--- config.mk ---
export PLATFORM = sky130hd
export DESIGN_NAME = display_scanner
export DESIGN_NICKNAME = d
export VERILOG_FILES = /design/src/rtl/display_pkg.sv /design/src/rtl/scan_tick_gen.sv /design/src/rtl/display_scanner.sv
export SDC_FILE = /design/constraint.sdc
export NUM_CORES = 1
export LEC_CHECK = 0
export BUFFER_PORTS_ARGS = -buffer_cell sky130_fd_sc_hd__buf_2
export CORE_UTILIZATION = 57
export CTS_CLUSTER_SIZE = 24
export DETAILED_ROUTE_END_ITERATION = 8
export PLACE_DENSITY_LB_ADDON = 0.1
export SYNTH_ARGS = -nofsm -noshare
export SYNTH_HDL_FRONTEND = slang
export SYNTH_HIERARCHICAL = 1
export SYNTH_SLANG_ARGS = --single-unit
--- constraint.sdc ---
create_clock -name clk_i -period 2.03 [get_ports clk_i]
set_input_delay 0.406 -clock clk_i [delete_from_list [all_inputs] [get_ports clk_i]]
set_output_delay 0.406 -clock clk_i [all_outputs]
set_load 0.01 [all_outputs]
--- src/rtl/display_pkg.sv ---
// Shared types and constants for the multiplexed 7-segment display path.
package display_pkg;

   localparam int unsigned DIGIT_W  = 4;
   localparam int unsigned AN_MAX_W = 64;

   typedef logic [DIGIT_W-1:0] digit_t;

   // Active-low anode pattern with every digit dark; slice to the digit count in use.
   localparam logic [AN_MAX_W-1:0] AN_OFF = '1;

endpackage : display_pkg

--- src/rtl/scan_tick_gen.sv ---
// Digit-slot prescaler: tick_o is high on the last enabled cycle of each slot.
module scan_tick_gen #(
   parameter int unsigned SCAN_DIV = 50000
) (
   input  logic clk_i,
   input  logic rst_i,
   input  logic en_i,
   output logic tick_o
);

   localparam int unsigned       CNT_W   = (SCAN_DIV > 1) ? $clog2(SCAN_DIV) : 1;
   localparam logic [CNT_W-1:0]  CNT_MAX = CNT_W'(SCAN_DIV - 1);

   logic [CNT_W-1:0] cnt_q, cnt_d;

   assign tick_o = en_i && (cnt_q == CNT_MAX);

   // Count enabled cycles, wrapping at the end of a slot; hold while disabled.
   always_comb begin
      cnt_d = cnt_q;
      if (en_i) begin
         cnt_d = tick_o ? '0 : cnt_q + 1'b1;
      end
   end

   // Prescaler register with synchronous reset.
   always_ff @(posedge clk_i) begin
      if (rst_i) begin
         cnt_q <= '0;
      end else begin
         cnt_q <= cnt_d;
      end
   end

endmodule : scan_tick_gen

--- src/rtl/display_scanner.sv ---
// Time-multiplexes N_DIGITS BCD digits onto one decoder with active-low anodes.
// Incoming data is double-buffered and only committed at a frame boundary.
module display_scanner
   import display_pkg::*;
#(
   parameter int unsigned N_DIGITS = 4,
   parameter int unsigned SCAN_DIV = 50000,
   parameter int unsigned BLANK_LZ = 1
) (
   input  logic                          clk_i,
   input  logic                          rst_i,
   input  logic [DIGIT_W*N_DIGITS-1:0]   data_i,
   input  logic                          load_i,
   input  logic                          en_i,
   output logic [DIGIT_W-1:0]            bcd_o,
   output logic [N_DIGITS-1:0]           an_o,
   output logic                          load_ack_o
);

   localparam int unsigned            IDX_W    = $clog2(N_DIGITS);
   localparam logic [IDX_W-1:0]       IDX_LAST = IDX_W'(N_DIGITS - 1);
   localparam logic [N_DIGITS-1:0]    AN_OFF_N = AN_OFF[N_DIGITS-1:0];

   logic                              tick;
   logic                              frame_end;
   logic                              commit;

   logic [IDX_W-1:0]                  idx_q, idx_d;
   digit_t [N_DIGITS-1:0]             pend_q, pend_d;
   logic                              pend_valid_q, pend_valid_d;
   digit_t [N_DIGITS-1:0]             active_q, active_d;

   logic [N_DIGITS-1:0]               blank;
   logic                              nonzero_above;

   digit_t                            bcd_q, bcd_d;
   logic [N_DIGITS-1:0]               an_q, an_d;
   logic                              ack_q, ack_d;

   scan_tick_gen #(
      .SCAN_DIV (SCAN_DIV)
   ) u_tick (
      .clk_i  (clk_i),
      .rst_i  (rst_i),
      .en_i   (en_i),
      .tick_o (tick)
   );

   assign frame_end = tick && (idx_q == IDX_LAST);
   assign commit    = frame_end && pend_valid_q;

   // Digit index, double buffer and commit handshake.
   // A load coinciding with a commit becomes the next pending value, so
   // pend_valid stays set; the commit itself always uses the old pending data.
   always_comb begin
      idx_d        = idx_q;
      pend_d       = pend_q;
      pend_valid_d = pend_valid_q;
      active_d     = active_q;
      ack_d        = commit;
      if (tick) begin
         idx_d = (idx_q == IDX_LAST) ? '0 : idx_q + 1'b1;
      end
      if (commit) begin
         active_d     = pend_q;
         pend_valid_d = 1'b0;
      end
      if (load_i) begin
         pend_d       = data_i;
         pend_valid_d = 1'b1;
      end
   end

   // Leading-zero mask: digit k>=1 is dark when it and every higher digit are zero.
   always_comb begin
      blank         = '0;
      nonzero_above = 1'b0;
      for (int unsigned k = N_DIGITS - 1; k >= 1; k--) begin
         nonzero_above = nonzero_above || (active_q[IDX_W'(k)] != '0);
         blank[IDX_W'(k)] = (BLANK_LZ != 0) && !nonzero_above;
      end
   end

   // Output pattern for the currently selected digit, registered below.
   always_comb begin
      bcd_d = active_q[idx_q];
      an_d  = AN_OFF_N;
      if (en_i && !blank[idx_q]) begin
         an_d[idx_q] = 1'b0;
      end
   end

   // All scanner state and registered outputs, synchronous reset.
   always_ff @(posedge clk_i) begin
      if (rst_i) begin
         idx_q        <= '0;
         pend_q       <= '0;
         pend_valid_q <= 1'b0;
         active_q     <= '0;
         bcd_q        <= '0;
         an_q         <= AN_OFF_N;
         ack_q        <= 1'b0;
      end else begin
         idx_q        <= idx_d;
         pend_q       <= pend_d;
         pend_valid_q <= pend_valid_d;
         active_q     <= active_d;
         bcd_q        <= bcd_d;
         an_q         <= an_d;
         ack_q        <= ack_d;
      end
   end

   assign bcd_o      = bcd_q;
   assign an_o       = an_q;
   assign load_ack_o = ack_q;

endmodule : display_scanner
# After elaboration in Yosys (flattened, before gate mapping)
# Cells that the tools add are included.
# W data, S select, Z words.
# totals
regBits	60
inputBits	20
out_inout_bits	9
# op_classes
add_sub_neg	2
magnitude_cmp	2
n_eq_ne	2
muxes	10
bitwise	2
reduce_logical	16
# op_table
cell	count
$add A16 B1 Y16 const B	1
$eq A16 B16 Y1 const B	1
$mux W16	1
$reduce_bool A4 Y1	3
$bmux W4 S2	1
$logic_and A1 B1 Y1	5
$logic_not A1 Y1	4
$mux W1	4
$mux W4	1
$not A4 Y4	1
$lt A2 B3 Y1 const B	1
$add A2 B1 Y2 const B	1
$bmux W1 S2	1
$demux W1 S2	1
$eq A2 B2 Y1 const B	1
$ge A2 B1 Y1 const B	1
$logic_or A1 B1 Y1	2
$mux W2	1
$reduce_bool A2 Y1	1
$reduce_or A2 Y1	1
$not A1 Y1	1

# Longest topological paths before layout
# logic_depth
depth_word	10
ltp_mapped	9
mapped_depth_nobuf	7

# Hierarchy
# The synthesis kept the hierarchy.
# modules_own_cells
mod	instances	cells_each	area_each_um2	seq_area_each_um2
display_scanner	1	172	1684.1	880.8
scan_tick_gen	1	87	844.6	320.3

# Worst setup path before layout
# Ideal clock, no wire load.
# synth_timing
path_kind	reg2reg
start	register u_tick.cnt_q[0]
end	register active_q[0] in the netlist's numbering
setup_ns	0.132
arrival_time_ns	1.656
slack_ns	0.242
path_stages_with_launch	9
period_less_slack_ns	1.788
path_cell_list	dfxtp_1 > ha_1 > and4_1 > nand4_2 > inv_1 > nand3_1 > buf_2 > nand2_1 > a21oi_1
# synth_between
elab_chain_cells	4
# synth_rtl
element	line	text
from (decl)	scan_tick_gen.sv:14	logic [CNT_W-1:0] cnt_q, cnt_d;
from (signal assigned)	scan_tick_gen.sv:31	cnt_q <= cnt_d;
$eq A16 B16 Y1	scan_tick_gen.sv:16	assign tick_o = en_i && (cnt_q == CNT_MAX);
$logic_and A1 B1 Y1	scan_tick_gen.sv:16	
via tick	display_scanner.sv:24	logic tick;
$logic_and A1 B1 Y1	display_scanner.sv:49	assign frame_end = tick && (idx_q == IDX_LAST);
$logic_and A1 B1 Y1	display_scanner.sv:50	assign commit = frame_end && pend_valid_q;
to (signal assigned)	display_scanner.sv:107	active_q <= active_d;
to (decl)	display_scanner.sv:31	digit_t [N_DIGITS-1:0] active_q, active_d;
# The timed path passes the listed nets, and every way through them passes these cells.
# A chain may end at the register's enable or synchronous reset.

# Worst setup path after layout
# layout_timing
start	register u_tick.cnt_q[1]
end	register active_q[2] in the netlist's numbering
# The elaborated chain is that of the path after synthesis.

==> results by group <==
CTS
  – Clock Sinks: 60
  – Clock Tree Buf Depth: 2
  – CTS tree: done
  – Hold buffer count at CTS: 0
  – Clock Pin Slew Worst Setup and Hold Paths: ~60 ps
  – H-tree depth: 3
  – Total CTS buffers: 9
  – Clock root cell: clkbuf_8
  – Clock latency at the later pin of the worst-skew pair: approximately 330 ps

Drt
  – Detailed Route WL: about 4600 um
  – DR iter-0 viols: between 100 and 150
  – Post-route ant nets: 0
  – Vias: 1904
  – Vias per std cell: 5.39
  – Post-route DRC violation count: 0
  – Drt pass-1 iters: 4
  – Drt wl/cell: ~13 um

Setup path
  – Arrival time at the worst endpoint: 2020 ps
  – WP data required: about 2200 ps
  – Critical path class: reg -> reg
  – Endpoint type of the worst setup path: register
  – CP Max Fanout: 17
  – Setup crit start kind: register
  – CP Launch Point: u_tick/cnt_q[1]
  – Crit Reg-Reg Startpoint: u_tick/cnt_q[1]

Global routing
  – Global route overflow: 0
  – Met3 usage: between 8 and 9%
  – Number of global-route vias before repair: 1672
  – Initial antenna violation count: 0
  – GR peak layer: met2
  – Overall routing resource usage: between 20% and 30%
  – Met1 Usage GRT: between 20 and 30%
  – Global-route wire length before repair: approximately 7400 um
  – Largest net degree at the start of global routing: 45
  – Global-route track usage on met2: approximately 37%

Status
  – Status: finished, final reports clean

Placed design
  – Placed Cells: ~340
  – Post-DP HPWL: around 3100 um
  – Port-buffer cells: 28
  – DP Worst Slack: about 110 ps
  – Placed cell areas: approximately 2700 sq um
  – GP Congestion: slightly above 0.8

Synth
  – Synth Area per Inst: roughly 9.8 sq um
  – Post-synthesis adder-cell area fraction: 2.47%
  – Yosys Warn Count: 6
  – Post-Synth XOR/XNOR Area: roughly 4.5%
  – Distinct cells, synth: 37
  – Simple-gate share of the synthesized area: around a quarter
  – Sequential area share after synthesis: between 40% and 50%
  – #FFs+latches synth: 60
  – Net count after synthesis: between 200 and 300
  – Syn Std Cell Area: 2530 sq um
  – Compound-Gate Fraction of Synth Area: 6.28%
  – Post-synthesis mux area share: roughly 10%
  – Largest family of logic cells by synthesized area: simple AND/OR/NAND/NOR gates
  – Cells after Synth: 259

Floorplan
  – Die X: 68.6 um
  – Core Footprint: between 4000 and 5000 sq um
  – # IOs: 29
  – Die Ht: roughly 69 um
  – Rows: 23
  – DIE AREA: ~4700 sq um
  – Starting density of the core: just over 60%

Min path
  – Hold wc startpoint: data_i[1]
  – Hold WC Path Type: in -> reg

Timing
  – Fmax: roughly 550 MHz
  – Final Setup Violations: 0
  – Setup_tns: 0 ps
  – Hold Fails Final Rpt: 0
  – Setup ws final: roughly 210 ps
  – Pins Over Slew Limit: 0
  – RSZ-0062 raised after global routing: false
  – Slew HR: roughly two thirds
  – Final clock skew: a little over 7 ps
  – Crit share post-route: around 90%
  – Min cycle time layout: ~1800 ps
  – Measured slew at the worst slew-check pin: approximately 500 ps
  – Hold Slack: about 310 ps

Pwr
  – Cell area power density: 787 nW/um^2
  – Peak supply drop: roughly 0.46 mV
  – Lkg Pwr: 0.00116 uW

Layout
  – N_diodes: 0
  – Most frequent cells in the layout: dfxtp_1 (59), nand2_1 (38), nor2_1 (35)
  – Layout net count: approximately 320
  – Non-Filler Instances: 353
  – Commonest non-fill, non-tap cell in the layout: dfxtp_1
  – Design area: just under 3000 sq um
  – Fraction of layout cells with a size suffix above 1: a little under a quarter
  – Area Overhead vs Synth: 15.8%

Job
  – # Max-Cap Violations: 0
[repair_timing]
item,4_1_cts,5_1_grt
endpoints found under the setup margin,0,16
hold endpoints to repair,0,0
resized for setup,0,2
buffers inserted,0,2
[path summary, 6_finish.rpt]
path / to / cells past startpoint / slack, ps
worst max-delay path: active_q[2] / 9 / 210
worst min-delay path: pend_q[1] / 3 / 310
worst max register to register: active_q[2] / 9 / 210
worst min register to register: active_q[13] / 2 / 450
[critical path, cell delays in order, from the launching register on]
cell	delay (ps)
dfxtp_1	390
ha_1	210
and4_1	270
nand4_2	190
inv_2	110
buf_4	120
nand3_1	60
buf_4	200
nand2_1	80
a21oi_1	60
[layer usage]
metal | up-vias | routed length, um
met3 | 0 | 246
met4 | 0 | 0
met2 | 42 | 2250
met1 | 895 | 2070
met5 | - | 0
li1 | 967 | -
[per-stage QoR]
step                total power (uW)  util, %
finish                          2300     71.1
global placement                1330     66.3
detailed placement              1340     66.3
global route                    2390     71.1
floorplan                       1300        -
CTS                             2340     70.8
[sequential cells by signal (all words and copies together) (netlist names)]
register and flops:
active_q 16, pend_valid_q 1, pend_q 16, u_tick/cnt_q 16, bcd_o 4, an_o 4, load_ack_o 1, idx_q 2
[where the power goes]
part	switching [uW]	internal [uW]
Sequential	15.2	1200
Clock	434	560
Combinational	48.9	43.2
Total	498	1810
[kinds of logic after synthesis]
group	after synthesis
xor+xnor	13
compound gates	28
fa+ha+maj	5
buf+inv	19
simple gates	113
flops	60
mux	21
[final cells by class]
| type | count | area [sq um] |
|---|---|---|
| multi-input cells | 180 | 1220 |
| well taps | 50 | 62.6 |
| clock inverters | 5 | 52.6 |
| flip-flops and latches | 60 | 1200 |
| inverters | 7 | 26.3 |
| clock buffers | 11 | 131 |
| fillers | 335 | 1190 |
| repair buffers | 40 | 230 |
[cell usage after synthesis, drive strengths merged]
cell type  instances  area [sq um]
dfxtp             60          1200
nand2             38           143
nor2              36           138
a21oi             21           105
mux2i             17           170
xnor2             10          87.6
buf                8          63.8
nor4               8          90.1
inv                7          26.3
nand3              6          30.0
nand4              6          73.8
ha                 5          62.6
clkbuf             4          15.0
mux4               4          90.1
nand2b             4          35.0
nor2b              4          25.0
o31ai              4          30.0
xor2               3          26.3
a211oi             2          15.0
and4               2          17.5
nor3               2          10.0
nor4b              2          23.8
nor4bb             2          20.0
a31o               1          8.76
and3               1          6.26
nand3b             1          7.51
nor3b              1          7.51
Note: power is estimated with default switching activity, not from simulation.
